File: config.mk
export PLATFORM = sky130hd
export DESIGN_NAME = dds_cmd_decoder
export DESIGN_NICKNAME = d
export VERILOG_FILES = /design/src/rtl/dds_cmd_decoder.sv
export SDC_FILE = /design/constraint.sdc
export NUM_CORES = 1
export LEC_CHECK = 0
export CORE_AREA = 2 2 149 151
export DETAILED_ROUTE_END_ITERATION = 10
export DIE_AREA = 0 0 151 153
export PLACE_DENSITY = 0.81
export SYNTH_ARGS = -nofsm -noshare
export SYNTH_HDL_FRONTEND = slang
export SYNTH_SLANG_ARGS = --single-unit
export TNS_END_PERCENT = 20
File: constraint.sdc
create_clock -name sys_clk -period 2.35 [get_ports sys_clk]
set_clock_uncertainty 0.1 [all_clocks]
set_input_delay 0.47 -clock sys_clk [delete_from_list [all_inputs] [get_ports sys_clk]]
set_output_delay 0.47 -clock sys_clk [all_outputs]
set_load 0.02 [all_outputs]
File: src/rtl/dds_cmd_decoder.sv
// Executes one SPI command per cmd_valid high period: shadow/active DDS control
// registers per channel, commit and phase-reset strobes, rejected-command counter.
module dds_cmd_decoder #(
    parameter int DATA_WIDTH  = 16,
    parameter int PHASE_WIDTH = 32,
    parameter int NUM_CH      = 2
) (
    input  logic                          sys_clk,
    input  logic                          rst,
    input  logic [7:0]                    cmd_word,
    input  logic [DATA_WIDTH-1:0]         data_word,
    input  logic                          cmd_valid,
    output logic [NUM_CH*PHASE_WIDTH-1:0] freq_inc,
    output logic [NUM_CH*16-1:0]          phase_off,
    output logic [NUM_CH*8-1:0]           ampl,
    output logic [NUM_CH*2-1:0]           wave_sel,
    output logic [NUM_CH-1:0]             update_strobe,
    output logic [NUM_CH-1:0]             phase_rst,
    output logic                          cmd_ack,
    output logic [7:0]                    err_count
);

    typedef enum logic [1:0] {IDLE, CAPTURE, EXEC, WAIT_LOW} state_e;

    localparam logic [3:0] OP_NOP   = 4'h0;
    localparam logic [3:0] OP_FLO   = 4'h1;
    localparam logic [3:0] OP_FHI   = 4'h2;
    localparam logic [3:0] OP_PHASE = 4'h3;
    localparam logic [3:0] OP_AMPL  = 4'h4;
    localparam logic [3:0] OP_WAVE  = 4'h5;
    localparam logic [3:0] OP_UPD   = 4'h6;
    localparam logic [3:0] OP_PHRST = 4'h7;
    localparam logic [3:0] OP_SRST  = 4'hF;

    state_e state_q, state_d;
    logic [7:0]            cmd_q, cmd_d;
    logic [DATA_WIDTH-1:0] data_q, data_d;

    logic [NUM_CH-1:0][PHASE_WIDTH-1:0] sh_freq_q, sh_freq_d, act_freq_q, act_freq_d;
    logic [NUM_CH-1:0][15:0]            sh_phase_q, sh_phase_d, act_phase_q, act_phase_d;
    logic [NUM_CH-1:0][7:0]             sh_ampl_q, sh_ampl_d, act_ampl_q, act_ampl_d;
    logic [NUM_CH-1:0][1:0]             sh_wave_q, sh_wave_d, act_wave_q, act_wave_d;

    logic [NUM_CH-1:0] upd_q, upd_d, prst_q, prst_d;
    logic              ack_q, ack_d;
    logic [7:0]        err_q, err_d;

    logic [3:0]        opc;
    logic [2:0]        ch;
    logic [NUM_CH-1:0] mask;
    logic              ch_ok, bad;

    assign opc   = cmd_q[3:0];
    assign ch    = cmd_q[6:4];
    assign mask  = data_q[NUM_CH-1:0];
    assign ch_ok = ({1'b0, ch} < 4'(NUM_CH));
    // Channel range only matters for the shadow-write opcodes.
    assign bad   = cmd_q[7]
                 | ((opc >= 4'h8) && (opc != OP_SRST))
                 | ((opc >= OP_FLO) && (opc <= OP_WAVE) && !ch_ok);

    always_comb begin
        state_d = state_q;
        case (state_q)
            IDLE:     if (cmd_valid) state_d = CAPTURE;
            CAPTURE:  state_d = EXEC;
            EXEC:     state_d = WAIT_LOW;
            WAIT_LOW: if (!cmd_valid) state_d = IDLE;
            default:  state_d = WAIT_LOW;
        endcase
    end

    always_comb begin
        cmd_d       = cmd_q;
        data_d      = data_q;
        sh_freq_d   = sh_freq_q;
        sh_phase_d  = sh_phase_q;
        sh_ampl_d   = sh_ampl_q;
        sh_wave_d   = sh_wave_q;
        act_freq_d  = act_freq_q;
        act_phase_d = act_phase_q;
        act_ampl_d  = act_ampl_q;
        act_wave_d  = act_wave_q;
        upd_d       = '0;
        prst_d      = '0;
        ack_d       = 1'b0;
        err_d       = err_q;

        if (state_q == CAPTURE) begin
            cmd_d  = cmd_word;
            data_d = data_word;
        end

        if (state_q == EXEC) begin
            ack_d = 1'b1;
            if (bad) begin
                if (err_q != 8'hFF) err_d = err_q + 8'd1;
            end else begin
                case (opc)
                    OP_FLO, OP_FHI, OP_PHASE, OP_AMPL, OP_WAVE: begin
                        for (int i = 0; i < NUM_CH; i++) begin
                            if (ch == 3'(i)) begin
                                case (opc)
                                    OP_FLO:   sh_freq_d[i][15:0]             = data_q[15:0];
                                    OP_FHI:   sh_freq_d[i][PHASE_WIDTH-1:16] = data_q[15:0];
                                    OP_PHASE: sh_phase_d[i]                  = data_q[15:0];
                                    OP_AMPL:  sh_ampl_d[i]                   = data_q[7:0];
                                    default:  sh_wave_d[i]                   = data_q[1:0];
                                endcase
                            end
                        end
                    end
                    OP_UPD: begin
                        for (int i = 0; i < NUM_CH; i++) begin
                            if (mask[i]) begin
                                act_freq_d[i]  = sh_freq_q[i];
                                act_phase_d[i] = sh_phase_q[i];
                                act_ampl_d[i]  = sh_ampl_q[i];
                                act_wave_d[i]  = sh_wave_q[i];
                            end
                        end
                        upd_d = mask;
                    end
                    OP_PHRST: prst_d = mask;
                    OP_SRST: begin
                        sh_freq_d   = '0;
                        sh_phase_d  = '0;
                        sh_ampl_d   = '1;
                        sh_wave_d   = '0;
                        act_freq_d  = '0;
                        act_phase_d = '0;
                        act_ampl_d  = '1;
                        act_wave_d  = '0;
                        prst_d      = '1;
                    end
                    default: ; // OP_NOP: ack only
                endcase
            end
        end
    end

    // Reset lands in WAIT_LOW so a cmd_valid level held through reset is ignored.
    always_ff @(posedge sys_clk) begin
        if (rst) begin
            state_q     <= WAIT_LOW;
            cmd_q       <= '0;
            data_q      <= '0;
            sh_freq_q   <= '0;
            sh_phase_q  <= '0;
            sh_ampl_q   <= '1;
            sh_wave_q   <= '0;
            act_freq_q  <= '0;
            act_phase_q <= '0;
            act_ampl_q  <= '1;
            act_wave_q  <= '0;
            upd_q       <= '0;
            prst_q      <= '0;
            ack_q       <= 1'b0;
            err_q       <= '0;
        end else begin
            state_q     <= state_d;
            cmd_q       <= cmd_d;
            data_q      <= data_d;
            sh_freq_q   <= sh_freq_d;
            sh_phase_q  <= sh_phase_d;
            sh_ampl_q   <= sh_ampl_d;
            sh_wave_q   <= sh_wave_d;
            act_freq_q  <= act_freq_d;
            act_phase_q <= act_phase_d;
            act_ampl_q  <= act_ampl_d;
            act_wave_q  <= act_wave_d;
            upd_q       <= upd_d;
            prst_q      <= prst_d;
            ack_q       <= ack_d;
            err_q       <= err_d;
        end
    end

    assign freq_inc      = act_freq_q;
    assign phase_off     = act_phase_q;
    assign ampl          = act_ampl_q;
    assign wave_sel      = act_wave_q;
    assign update_strobe = upd_q;
    assign phase_rst     = prst_q;
    assign cmd_ack       = ack_q;
    assign err_count     = err_q;

endmodule

# After elaboration in Yosys (flattened, before gate mapping)

Index checks and enable logic that the tools add are counted.

Bits in registers: 271
Bits in latches: 0
Bits in writable memories: 0
Bits in read-only memories: 0
Input port bits: 27
Word-level logic and storage cells: 120
Memories kept: 0

$add $sub $neg: 1
Multiply operators: 0
Div/mod/pow operators: 0
$lt $le $gt $ge: 4
Eq/ne operators: 25
Shifts and indexed selects: 0
Muxes and demuxes: 34
Bitwise gates (word level): 5
Reductions and logical operators: 26

Operator list:

| operator                                            | number |
|---|---|
| case mux 64 bit (2 select lines)                    | 2 |
| 2-to-1 mux 32 bit                                   | 4 |
| case mux 32 bit (2 select lines)                    | 2 |
| 2-to-1 mux 16 bit                                   | 7 |
| case mux 16 bit (2 select lines)                    | 2 |
| AND reduction 5 bit                                 | 10 |
| 2-to-1 mux 8 bit                                    | 5 |
| inequality test 2 bit, second input constant        | 11 |
| == test 4 x 3 -> 1 bit, second input constant       | 4 |
| case mux 4 bit (2 select lines)                     | 2 |
| 2-to-1 mux 2 bit                                    | 7 |
| adder 8 x 1 -> 8 bit, second input constant         | 1 |
| == test 4 x 2 -> 1 bit, second input constant       | 2 |
| inequality test 8 bit, second input constant        | 1 |
| case mux 2 bit (4 select lines)                     | 1 |
| AND reduction 4 bit                                 | 2 |
| OR reduction 4 bit                                  | 2 |
| OR reduction 5 bit                                  | 1 |
| == test 2 bit, second input constant                | 2 |
| == test 4 x 1 -> 1 bit, second input constant       | 1 |
| == test 4 bit, second input constant                | 1 |
| >= comparator 4 x 1 -> 1 bit, second input constant | 1 |
| >= comparator 4 bit, second input constant          | 1 |
| <= comparator 4 x 3 -> 1 bit, second input constant | 1 |
| 16 further kinds                                    | 22 |

# Depth between registers and ports, before layout

Word-level depth: 6
Depth in mapped cells: 11
Gate-level depth less buffers: 7

# Worst setup path after synthesis

OpenSTA, ideal clock, no wires.

Path kind: register to register
From: register state_q[0]
To: register act_freq_q, in the netlist freq_inc[62]
Setup time: 0.132 ns
Data arrival time: 2.029 ns
Data required time: 2.118 ns
Setup slack: 0.089 ns
Cell stages (with the launch flop): 12
Clock period less this slack: 2.261 ns
Path through: dfxtp_1 > inv_1 > ha_1 > nor2b_1 > clkbuf_1 > nand2_1 > or3b_2 > clkbuf_1 > buf_2 > buf_6 > nand2_1 > a21oi_1

Word-level cells in the longest chain between the ends: 2

RTL lines:

| item                          | RTL line | text |
|---|---|---|
| from (decl)                   | 35       | `state_e state_q, state_d;` |
| from (signal assigned)        | 161      | `state_q <= state_d;` |
| == test 2 bit                 | 94       | `if (state_q == EXEC) begin` |
| AND reduction 4 bit (no line) | --       |  |
| to (signal assigned)          | 168      | `act_freq_q <= act_freq_d;` |
| to (decl)                     | 39       | `logic [NUM_CH-1:0][PHASE_WIDTH-1:0] sh_freq_q, sh_freq_d, act_freq_q, act_freq_d;` |

No other way between the ends.
A chain may end at the register's enable or synchronous reset.

# Final worst setup path

From: register cmd_q[1]
To: register sh_phase_q[30] in the netlist's numbering

Word-level cells in the longest chain between the ends: 6
Elaborated cells between the ends (all ways): 22

RTL lines:

| item                                                  | RTL line | text |
|---|---|---|
| from (decl)                                           | 36       | `logic [7:0] cmd_q, cmd_d;` |
| from (signal assigned)                                | 162      | `cmd_q <= cmd_d;` |
| >= comparator 4 bit (tied with other cells)           | 59       | `\| ((opc >= 4'h8) && (opc != OP_SRST))` |
| logical AND 1 bit, on equally long branches           | 59, 60   |  |
| bitwise OR 1 bit or logical AND 1 bit (tied branches) | 59, 60   |  |
| bitwise OR 1 bit                                      | 60       | `\| ((opc >= OP_FLO) && (opc <= OP_WAVE) && !ch_ok);` |
| inverter 1 bit (no line)                              | --       |  |
| AND reduction 5 bit (no line)                         | --       |  |
| to (signal assigned)                                  | 165      | `sh_phase_q <= sh_phase_d;` |
| to (decl)                                             | 40       | `logic [NUM_CH-1:0][15:0] sh_phase_q, sh_phase_d, act_phase_q, act_phase_d;` |

Parallel ways exist; a longest one is shown, timed or not.

==> qor.csv <==
metric,value,unit
finalCriticalPeriod,2250,ps
clock_sinks,271,
hp-class,primary input to flip-flop,
critPathTopFamily,compound AO/OA/AOI/OAI gates,
ys_seq_area_share,53.3,%
drc,0,
finalHoldViolCount,0,
critical_path_class,flip-flop to flip-flop,
status,finished clean,
slowest_stage,a211oi_2,
grt_max_degree,87,
synth_area,10200,um^2
start_kind,flip-flop,
slew_viol_final,0,
worstSetupEndpointType,flip-flop,
p_leak,4.71,nW
grt_pass1_wl,40.3,mm
netlist.area_leader.share,53.3,%
fin_nets,1199,
chipWidth,151,um
grt_pass1_vias,7465,
crit_buf_inv,2,
portBuffers,155,
ys_ff_latch,271,
yosysTopAreaCell,dfxtp_1,
synth_enable_flop_cells,0,
start_util,47.4,%
worstPathRequired,2710,ps
synth_top_family_by_area,simple AND/OR/NAND/NOR gates,
cts_max_level,1,
vias_per_cell,5.43,
antenna_found_initial,0,
max_slew_margin,58.5,%
crit_top_cell,buf_4,
rsz0062_at_grt,false,
synth-async-reset-ratio,0,%
yosys.area_share.adder,0.737,%
ant_nets,0,
synth-compound-area-share,13.2,%
die_height,153,um
ys_top_cells_by_area,"dfxtp_1, mux2i_1, nor2_1",
grt_use_total,21.7,%
yosysWarnings,0,
layout_common_cells,"dfxtp_1, nor2_1, clkdlybuf4s50_1",
fin_ws,104,ps
synth_nets,1083,
maxCapViolations,0,
wire_per_inst,17.6,um
n_fill_cell,1724,
cts_buffer_depth,3,
rows,54,
timing.hold.ws,65.4,ps
vias,7968,
grt_overflow,0,
first_pass_iters,5,
postCtsSetupBuffers,0,
numCtsBuffers,27,
met2_usage,36.0,%
gr-max-usage-layer,met2,
cts_tree,yes,
path_cells,"buf_4, xor2_1, a211oi_2, nor3_2, buf_4, a21bo_2, a21oi_1",
met1_usage,29.1,%
met3_usage,3.52,%
clockRootBuffer,clkbuf_16,
syn_inst,1050,
post-route-period-util,95.6,%
peakVddDrop,0.575,mV
drive_above_1_share,9.10,%
fmax,0.445,GHz
cp.arrival,2610,ps
fin_setup_tns,0,ps
synthMuxAreaShare,11.1,%
yosys.area_share.xor_xnor,0.344,%
insertion_delay,540,ps
ys.flop_type,dfxtp_1,
drt_wl_total,25.8,mm
post-place-ws,186,ps
max_stage_delay,490,ps
synth_cell_types,55,
setup-violations-final,0,
hpwl,16.6,mm
drtIter0Drc,571,
final_common_cell,dfxtp_1,
place_congestion,0.836,
clk_pin_slew_worst_paths,60,ps
path_max_fanout,30,
yosys.area_share.simple,16.7,%
syn2layout_area_growth,27.4,%
die_area,23100,um^2
tightest_slew,623,ps
pin_count,156,
num_antenna_cells,0,
avgSynthCellArea,9.70,um^2
cts_hold_buf,0,
power.density,836,nW/um^2
core,21500,um^2
-- cell usage after synthesis, types with 2 or more instances --
| library cell | n |
|---|---|
| dfxtp_1 | 271 |
| nor2_1 | 155 |
| mux2i_1 | 110 |
| a21oi_1 | 76 |
| nand3_1 | 72 |
| clkbuf_1 | 71 |
| nand2_1 | 60 |
| a22o_1 | 50 |
| buf_2 | 15 |
| a21bo_2 | 14 |
| and2_1 | 13 |
| nor3_1 | 10 |
| a211o_1 | 9 |
| nand2b_1 | 9 |
| nor4_1 | 8 |
| o21bai_1 | 8 |
| o22a_1 | 8 |
| o21ai_0 | 7 |
| buf_1 | 6 |
| buf_6 | 6 |
| ha_1 | 6 |
| nor2b_1 | 6 |
| and4_1 | 5 |
| nand4_1 | 5 |
| and2_0 | 4 |
| o211ai_1 | 4 |
| and3_1 | 3 |
| buf_4 | 3 |
| inv_1 | 3 |
| o31ai_1 | 3 |
| xnor2_1 | 3 |
| mux2_1 | 2 |
| nand3b_1 | 2 |
| nor4_4 | 2 |
-- final timing paths --
kind,endpoint,slack (ps),startpoint,cells past startpoint
worst min-delay path,cmd_q[3]$_SDFFE_PP0N_,70,rst,2
worst min register to register,freq_inc[32]$_SDFFE_PP0P_,350,freq_inc[32]$_SDFFE_PP0P_,2
worst max-delay path,sh_phase_q[30]$_SDFFE_PP0P_,100,cmd_q[1]$_SDFFE_PP0N_,7
worst max register to register,sh_phase_q[30]$_SDFFE_PP0P_,100,cmd_q[1]$_SDFFE_PP0N_,7
-- timing repair --
item                                   in CTS  in global routing
setup endpoints to repair                   0                  2
gates resized for setup                     0                  2
endpoints found under the hold margin       0                  0
-- power by group --
part / total (mW) / switching [mW] / internal, mW
combinational: 1.47 / 0.942 / 0.527
clock: 4.52 / 1.78 / 2.74
sequential: 4.86 / 0.139 / 4.73
-- final cells by class --
cell class / count / area (um^2) / area share, %
Clock inverter: 11 / 161 / 1.24
Inverter: 4 / 15.0 / 0.116
Tap cell: 280 / 350 / 2.70
Timing Repair Buffer: 188 / 1910 / 14.7
Sequential cell: 271 / 5430 / 41.8
Clock buffer: 39 / 781 / 6.02
Multi-Input combinational cell: 674 / 4330 / 33.3
-- metrics by stage --
step,cells,cell area (um^2),total power [mW],utilization [%]
after floorplan,1050,10200,5.94,-
final,1467,13000,10.9,60.4
after global routing,1467,13000,11.2,60.4
after detailed placement,1417,12000,6.40,56.0
after global placement,1417,12000,6.37,56.0
after CTS,1467,13000,10.9,60.3
-- registers in the layout, summed over array words and instances, names as in the netlist, 4 cells and up --
signal and flops:
ampl 16, cmd_q 8, data_q 16, err_count 8, freq_inc 64, phase_off 32, sh_ampl_q 16, sh_freq_q 64
sh_phase_q 32, sh_wave_q 4, wave_sel 4
-- layer usage --
metal	up-vias	routed length, um
met5	-	0
met4	0	737
met3	49	1410
met2	234	12400
met1	3816	11200
li1	3869	-
-- cells by family after synthesis --
kind of cell    count (synthesis)
simple gates                  363
flops                         271
compound gates                188
mux                           113
buf+inv                       105
fa+ha+maj                       6
xor+xnor                        4
Power figures use the tool's default switching activity.
